--- src/rtl/smolboi_spi_pkg.sv ---
// Shared definitions for the SmolBoi SPI controller: FSM encoding and frame constants.
package smolboi_spi_pkg;

  typedef enum logic [2:0] {
    ST_IDLE  = 3'd0,
    ST_SETUP = 3'd1,
    ST_SHIFT = 3'd2,
    ST_HOLD  = 3'd3,
    ST_DONE  = 3'd4
  } spi_state_e;

  localparam int   FRAME_BITS = 16;
  localparam logic CMD_READ   = 1'b1;
  localparam logic CMD_WRITE  = 1'b0;

endpackage

--- src/rtl/smolboi_spi_master_divider.sv ---
// Half-period divider for the SmolBoi SPI controller; emits rise_tick/fall_tick on the
// terminal count of each sclk half-period, phase restarts low on every clear.
module spi_sclk_divider #(
  parameter int CLK_DIV = 8
) (
  input  logic clk,
  input  logic reset_n,
  input  logic en,
  input  logic clr,
  output logic rise_tick,
  output logic fall_tick
);

  localparam int              CNT_W    = (CLK_DIV > 1) ? $clog2(CLK_DIV) : 1;
  localparam logic [CNT_W-1:0] CNT_LAST = CNT_W'(CLK_DIV - 1);

  logic [CNT_W-1:0] cnt_r;
  logic             phase_r;
  logic             tick_s;

  assign tick_s    = en & (cnt_r == CNT_LAST);
  assign rise_tick = tick_s & ~phase_r;
  assign fall_tick = tick_s & phase_r;

  // Half-period counter and sclk phase tracker
  always_ff @(posedge clk or negedge reset_n) begin
    if (!reset_n) begin
      cnt_r   <= '0;
      phase_r <= 1'b0;
    end else if (clr) begin
      cnt_r   <= '0;
      phase_r <= 1'b0;
    end else if (en) begin
      if (tick_s) begin
        cnt_r   <= '0;
        phase_r <= ~phase_r;
      end else begin
        cnt_r <= cnt_r + CNT_W'(1);
      end
    end else begin
      cnt_r   <= cnt_r;
      phase_r <= phase_r;
    end
  end

endmodule

--- src/rtl/smolboi_spi_master.sv ---
// SmolBoi SPI controller (CPOL=0, CPHA=0, MSB first), 16-bit {addr, rw, data} frames.
// Optional build macro SMOLBOI_SPI_MISO_SYNC_EN adds a 2-flop synchronizer on miso.
module smolboi_spi_master
  import smolboi_spi_pkg::*;
#(
  parameter int CLK_DIV = 8,
  parameter int ADDR_W  = 7,
  parameter int DATA_W  = 8
) (
  input  logic              clk,
  input  logic              reset_n,
  input  logic              start,
  input  logic              rw,
  input  logic [ADDR_W-1:0] addr,
  input  logic [DATA_W-1:0] wdata,
  output logic              busy,
  output logic              done,
  output logic [DATA_W-1:0] rdata,
  output logic              cs_n,
  output logic              sclk,
  output logic              mosi,
  input  logic              miso
);

  localparam int FW = ADDR_W + 1 + DATA_W;
  localparam int BW = $clog2(FW);

  spi_state_e        state_r;
  spi_state_e        state_nx_s;
  logic [FW-1:0]     frame_r;
  logic [FW-1:0]     frame_s;
  logic [BW-1:0]     bit_cnt_r;
  logic              rw_r;
  logic [DATA_W-1:0] cap_r;
  logic              accept_s;
  logic              active_nx_s;
  logic              div_en_s;
  logic              div_clr_s;
  logic              rise_tick_s;
  logic              fall_tick_s;
  logic              miso_s;

`ifdef SMOLBOI_SPI_MISO_SYNC_EN
  logic [1:0] miso_sync_r;

  // Two-flop synchronizer for an asynchronous miso pin
  always_ff @(posedge clk or negedge reset_n) begin
    if (!reset_n) begin
      miso_sync_r <= 2'b00;
    end else begin
      miso_sync_r <= {miso_sync_r[0], miso};
    end
  end

  assign miso_s = miso_sync_r[1];
`else
  assign miso_s = miso;
`endif

  assign accept_s = start & ~busy;
  assign frame_s  = {addr, rw, (rw == CMD_READ) ? {DATA_W{1'b0}} : wdata};
  assign div_en_s = (state_r == ST_SETUP) | (state_r == ST_SHIFT) | (state_r == ST_HOLD);

  spi_sclk_divider #(.CLK_DIV(CLK_DIV)) u_div (
    .clk       (clk),
    .reset_n   (reset_n),
    .en        (div_en_s),
    .clr       (div_clr_s),
    .rise_tick (rise_tick_s),
    .fall_tick (fall_tick_s)
  );

  // Next-state logic; the divider is cleared on each phase exit so every phase starts at count 0
  always_comb begin
    state_nx_s = state_r;
    div_clr_s  = ~div_en_s;
    case (state_r)
      ST_IDLE: begin
        if (accept_s) state_nx_s = ST_SETUP;
        else          state_nx_s = ST_IDLE;
      end
      ST_SETUP: begin
        if (rise_tick_s) begin
          state_nx_s = ST_SHIFT;
          div_clr_s  = 1'b1;
        end else begin
          state_nx_s = ST_SETUP;
        end
      end
      ST_SHIFT: begin
        if (fall_tick_s && (bit_cnt_r == '0)) begin
          state_nx_s = ST_HOLD;
          div_clr_s  = 1'b1;
        end else begin
          state_nx_s = ST_SHIFT;
        end
      end
      ST_HOLD: begin
        if (rise_tick_s) begin
          state_nx_s = ST_DONE;
          div_clr_s  = 1'b1;
        end else begin
          state_nx_s = ST_HOLD;
        end
      end
      ST_DONE: begin
        if (accept_s) state_nx_s = ST_SETUP;
        else          state_nx_s = ST_IDLE;
      end
      default: begin
        state_nx_s = ST_IDLE;
      end
    endcase
  end

  assign active_nx_s = (state_nx_s == ST_SETUP) | (state_nx_s == ST_SHIFT) |
                       (state_nx_s == ST_HOLD);

  // State register and registered handshake/chip-select outputs
  always_ff @(posedge clk or negedge reset_n) begin
    if (!reset_n) begin
      state_r <= ST_IDLE;
      busy    <= 1'b0;
      cs_n    <= 1'b1;
      done    <= 1'b0;
    end else begin
      state_r <= state_nx_s;
      busy    <= active_nx_s;
      cs_n    <= ~active_nx_s;
      done    <= (state_nx_s == ST_DONE);
    end
  end

  // Frame shifter, sclk/mosi generation, miso capture and read result
  always_ff @(posedge clk or negedge reset_n) begin
    if (!reset_n) begin
      frame_r   <= '0;
      bit_cnt_r <= '0;
      rw_r      <= CMD_WRITE;
      cap_r     <= '0;
      rdata     <= '0;
      sclk      <= 1'b0;
      mosi      <= 1'b0;
    end else begin
      if (accept_s) begin
        rw_r      <= rw;
        frame_r   <= frame_s;
        bit_cnt_r <= BW'(FW - 1);
        mosi      <= frame_s[FW-1];
        sclk      <= 1'b0;
      end else if (state_r == ST_SHIFT) begin
        if (rise_tick_s) begin
          sclk <= 1'b1;
          // Only the data half of the frame carries peripheral read data
          if (bit_cnt_r < BW'(DATA_W)) begin
            cap_r <= {cap_r[DATA_W-2:0], miso_s};
          end
        end else if (fall_tick_s) begin
          sclk      <= 1'b0;
          bit_cnt_r <= bit_cnt_r - BW'(1);
          if (bit_cnt_r == '0) begin
            mosi <= 1'b0;
          end else begin
            frame_r <= {frame_r[FW-2:0], 1'b0};
            mosi    <= frame_r[FW-2];
          end
        end
      end
      if ((state_r == ST_HOLD) && rise_tick_s && (rw_r == CMD_READ)) begin
        rdata <= cap_r;
      end
    end
  end

endmodule
--- config.mk ---
export PLATFORM = sky130hd
export DESIGN_NAME = smolboi_spi_master
export DESIGN_NICKNAME = d
export VERILOG_FILES = /design/src/rtl/smolboi_spi_pkg.sv /design/src/rtl/smolboi_spi_master_divider.sv /design/src/rtl/smolboi_spi_master.sv
export SDC_FILE = /design/constraint.sdc
export NUM_CORES = 1
export LEC_CHECK = 0
export ABC_AREA = 1
export CORE_MARGIN = 3
export CORE_UTILIZATION = 35
export DETAILED_ROUTE_END_ITERATION = 10
export SYNTH_ARGS = -nofsm -noshare
export SYNTH_HDL_FRONTEND = slang
export SYNTH_HIERARCHICAL = 1
export SYNTH_SLANG_ARGS = --single-unit
--- constraint.sdc ---
create_clock -name clk -period 2.6 [get_ports clk]
set_input_delay 0.52 -clock clk [delete_from_list [all_inputs] [get_ports clk]]
set_output_delay 0.52 -clock clk [all_outputs]
set_load 0.03 [all_outputs]
# [Word level (Yosys, flattened, before mapping)]
# Cells that the tools add are included.
[word_totals] ff_bits=48 input_bits=20 wordCells=90 out_inout_bits=13
[classes] n_addsub=2 n_reduce_logical=17 eq_ne=11 order_cmp=1 bitwise_logic=13 mux=33
[op_table] op="two-way mux 15 bit" n=5
[op_table] op="two-way mux 1 bit" n=16
[op_table] op="two-way mux 4 bit" n=4
[op_table] op="== test 3 x 2 -> 1 bit (second input constant)" n=4
[op_table] op="two-way mux 3 bit" n=4
[op_table] op="case mux 3 bit (4 select lines)" n=1
[op_table] op="== test 3 bit (second input constant)" n=3
[op_table] op="two-way mux 8 bit" n=1
[op_table] op="AND reduction 4 bit" n=2
[op_table] op="nonzero test 2 bit" n=4
[op_table] op="== test 3 x 1 -> 1 bit (second input constant)" n=2
[op_table] op="inverter 1 bit" n=5
[op_table] op="AND 1 bit" n=4
[op_table] op="logical NOT 4 bit" n=1
[op_table] op="< comparator 4 bit (second input constant)" n=1
[op_table] op="!= test 2 bit (second input constant)" n=2
[op_table] op="OR 1 bit" n=4
[op_table] op="AND reduction 2 bit" n=2
[op_table] op="OR reduction 2 bit" n=2
[op_table] op="subtractor 4 x 1 -> 4 bit (second input constant)" n=1
[op_table] op="adder 3 x 1 -> 3 bit (second input constant)" n=1
[op_table] op="logical AND 1 bit" n=3
[op_table] op="logical NOT 3 bit" n=1
[op_table] op="AND reduction 3 bit" n=1
[op_table] op="3 further kinds" n=3

# [Logic depth before layout (Yosys ltp)]
[depth] depth_word=12 mapped_depth=12 ltp_nobuf=12

# [By module]
# The synthesis kept the hierarchy.
[by_module_without_submodules] mod="smolboi_spi_master" area_per_inst_um2=2169.6 n_inst=1 cells_per_inst=284
[by_module_without_submodules] mod="spi_sclk_divider" area_per_inst_um2=225.2 n_inst=1 cells_per_inst=30

# [Least setup slack after synthesis]
# No wires, ideal clock.
[synth_timing] path_kind="register to register" from="register state_r[0]" to="register cap_r[0]" required_time_ns=2.483 setup_slack_ns=0.746 path_stages_with_launch=10 t_arrival_ns=1.738 period_less_slack_ns=1.854 cell_sequence="dfrtp_1 -> inv_1 -> a21oi_1 -> nand2_2 -> nor2_1 -> inv_1 -> nor2_2 -> nand2_4 -> nand2_1 -> nand2_1"
[synth_between] elab_chain_len=6
[synth_lines] element="start: declaration" line="smolboi_spi_master.sv:28" text="spi_state_e state_r;"
[synth_lines] element="start signal: assignment" line="smolboi_spi_master.sv:127" text="state_r <= state_nx_s;"
[synth_lines] element="== test 3 x 1 -> 1 bit / == test 3 x 2 -> 1 bit (equally long branches)" line="smolboi_spi_master.sv:62" text="assign div_en_s = (state_r == ST_SETUP) | (state_r == ST_SHIFT) | (state_r == ST_HOLD);"
[synth_lines] element="OR 1 bit" line="smolboi_spi_master.sv:62"
[synth_lines] element="OR 1 bit *" line="smolboi_spi_master.sv:62"
[synth_lines] element="via div_en_s" line="smolboi_spi_master.sv:37" text="logic div_en_s;"
[synth_lines] element="AND 1 bit *" line="smolboi_spi_master_divider.sv:21" text="assign tick_s = en & (cnt_r == CNT_LAST);"
[synth_lines] element="AND 1 bit *" line="smolboi_spi_master_divider.sv:22" text="assign rise_tick = tick_s & ~phase_r;"
[synth_lines] element="via rise_tick_s" line="smolboi_spi_master.sv:39" text="logic rise_tick_s;"
[synth_lines] element="AND reduction 4 bit (no line) *"
[synth_lines] element="end signal: assignment" line="smolboi_spi_master.sv:156" text="cap_r <= {cap_r[DATA_W-2:0], miso_s};"
[synth_lines] element="end: declaration" line="smolboi_spi_master.sv:34" text="logic [DATA_W-1:0] cap_r;"
# The timed path passes the listed nets; every way through them passes the cells marked *.
# A chain may end at the register's enable or synchronous reset.

# [Worst setup path after layout]
[layout_timing] from="register cs_n" to="output cs_n"
[layout_lines] element="start: declaration" line="smolboi_spi_master.sv:19" text="output logic cs_n,"
[layout_lines] element="start signal: assignment" line="smolboi_spi_master.sv:129" text="cs_n <= ~active_nx_s;"
# No word-level cell between the ends.

==> flow_summary.json <==
{
  "clockBufferDepth": 2,
  "fin_hold_ws_ns": 0.291,
  "final_util": 0.446,
  "setup-tns-final_ns": 0,
  "io_buffer_count": 32,
  "min_path_type": "primary input to async pin",
  "grt_start_max_net_pins": 49,
  "cap_violations": 0,
  "period_minus_slack_ns": 2.01,
  "yosysMostFrequentCell": "nand2_1",
  "worstPathMaxFanout": 1,
  "die_height_um": 88.7,
  "end_kind": "primary output",
  "yosys_most_used_dff": "dfrtp_1",
  "fin_ws_ns": 0.589,
  "synth_compound_area_frac": 0.0162,
  "crit_type": "register to primary output",
  "synth_area_leaders": "dfrtp_1, nand2_1, inv_1",
  "clock_skew_ns": 0.00866,
  "gr-usage-met1": 0.177,
  "muxShareOfSynthArea": 0,
  "cp_slowest_cell": "clkdlybuf4s50_1",
  "combPwrFrac": 0.071,
  "p_leak_nw": 1.62,
  "drc": 0,
  "post_cts.repair.setup_buffers": 0,
  "vdd_drop_max_mv": 0.191,
  "cts_buffers": 5,
  "vias": 1957,
  "synthTopCellsByCount": "nand2_1, dfrtp_1, inv_1",
  "clock_sinks": 48,
  "synthXorXnorAreaFrac": 0,
  "synth_area_sq_um": 2390,
  "grt_overflow": 0,
  "ant_nets": 0,
  "place.gp.congestion": 0.792,
  "row_count": 29,
  "startpoint_type": "register",
  "syn_inst": 314,
  "first_pass_iters": 4,
  "post-place-ws_ns": 0.451,
  "ctsHoldBuffers": 0,
  "die_x_um": 88.7,
  "status": "finished clean",
  "synthSimpleGateAreaFrac": 0.394,
  "layout.nets": 374,
  "grt_pass1_vias": 1758,
  "synthArstFlopShare": 1.00,
  "cts_max_level": 2,
  "grtUsageTotal": 0.127,
  "p_switching_mw": 0.319,
  "cts_tree": "done",
  "crit_family": "buffers and inverters",
  "synth_edf_count": 0,
  "ys_warn_count": 6,
  "cts_resized": 0,
  "cpPeakStageDelay_ns": 0.66,
  "finalHoldViolations": 0,
  "rr_worst_depth": 9,
  "syn_nets": 338,
  "worstReg2RegStart": "state_r[1]",
  "die-area_sq_um": 7870,
  "area_growth_pct": 20.8,
  "num_io_pins": 33,
  "clk_pin_slew_ns": 0.10,
  "antenna_found_initial": 0,
  "core-area_sq_um": 6490,
  "synthAdderAreaFrac": 0.0209,
  "clockRootBuffer": "clkbuf_8",
  "rsz0062_at_grt": "no",
  "synth-seq-cells": 48,
  "avgSynthCellArea_sq_um": 7.63,
  "path_depth": 1,
  "clock_latency_ns": 0.31,
  "drt_wl_total_um": 4680,
  "fin_total_pwr_mw": 1.34,
  "power.internal_mw": 1.02,
  "grt.busiest_layer": "met2",
  "switching_share": 0.237,
  "crit_required_ns": 2.08,
  "grtUsageMet3": 0.0382,
  "antenna_cells": 0,
  "min_period_over_period": 0.774,
  "yosys.area.top_type_share": 0.491,
  "dpl.hpwl_um": 3180,
  "finalMaxSlewViolations": 0,
  "max_slew.worst_pin.slew_ns": 0.604,
  "arrival_ns": 1.49,
  "synth_seq_area_share": 0.502,
  "setup_viol": 0,
  "seq_power_share": 0.575,
  "vias_per_cell": 4.57,
  "power_density_nw_per_um2": 464,
  "drt_iter0_markers": 114,
  "max_slew_margin": 0.597,
  "cp_cell_sequence": "clkdlybuf4s50_1",
  "met2_usage": 0.190,
  "synth_top_area_cell": "dfrtp_1",
  "path_buf_inv": 1,
  "grt_pass1_wl_um": 7890,
  "power_frac_clock": 0.354,
  "startpoint": "cs_n",
  "max_freq_mhz": 497,
  "synth_cell_type_count": 23,
  "drive_gt1_frac": 0.0969,
  "wl_per_cell_um": 10.9,
  "synth_top_family_by_area": "simple AND/OR/NAND/NOR gates",
  "start_util": 0.369
}
==> cells in the final DEF, fill, tap and decap left out <==
| cell type | instances |
|---|---|
| inv_2 | 3 |
| nor2_1 | 20 |
| clkinvlp_4 | 2 |
| dfrtp_1 | 47 |
| inv_1 | 27 |
| a21oi_1 | 3 |
| buf_2 | 1 |
| or2_2 | 1 |
| o21ai_0 | 3 |
| nor3_1 | 1 |
| nand2_4 | 3 |
| o21ai_2 | 1 |
| nand3_2 | 3 |
| clkdlybuf4s50_1 | 31 |
| nand4_1 | 14 |
| nor2_4 | 1 |
| ha_1 | 4 |
| nor2_2 | 3 |
| buf_4 | 5 |
| nand2_1 | 148 |
| nand3_1 | 19 |
| clkbuf_8 | 6 |
| nand2_2 | 4 |
| dfstp_2 | 1 |
==> cell families after synthesis <==
group	count (synthesis)
AO/OA/AOI/OAI	7
adder cells (fa/ha/maj)	4
buffers and inverters	38
AND/OR/NAND/NOR	217
flip-flops	48
==> power groups by stage <==
stage	Clock (mW)	Combinational [mW]	Sequential (mW)
6_report	0.476	0.0949	0.772
4_1_cts	0.492	0.0974	0.772
3_3_place_gp	0	0.0951	0.786
3_5_place_dp	0	0.0977	0.786
5_1_grt	0.526	0.111	0.775
2_1_floorplan	0	0.0431	0.785
==> state kept, by name, indices dropped and copies added (netlist names), 3 cells and up <==
register / cells
bit_cnt_r: 4
cap_r: 8
frame_r: 15
rdata: 8
state_r: 3
u_div/cnt_r: 3
==> final timing paths <==
kind / to / slack, ns
setup / recovery: cs_n / 0.59
hold / removal: u_div/cnt_r[1] / 0.29
setup reg to reg: cap_r[0] / 0.59
hold reg to reg: rdata[7] / 0.48
max in group asynchronous: bit_cnt_r[0] / 1.89
min in group clk: rdata[7] / 0.48
==> per-layer routing <==
metal	up-vias	share of wire
met4	0	0.012
met3	7	0.047
met2	46	0.44
li1	1043	-
met1	861	0.50
met5	-	0
==> through the flow <==
stage | cells | cell area (sq um)
final | 428 | 2890
after global placement | 420 | 2800
after floorplan | 314 | 2390
after CTS | 428 | 2890
after global routing | 428 | 2890
after detailed placement | 420 | 2800
==> final cells by class <==
type | count | area [sq um]
flip-flops and latches | 48 | 1200
clock inverters | 2 | 15.0
well taps | 77 | 96.3
fillers | 623 | 3600
repair buffers | 37 | 353
multi-input cells | 228 | 1030
inverters | 30 | 113
clock buffers | 6 | 82.6
No activity file was read; power rests on OpenSTA's default activity.
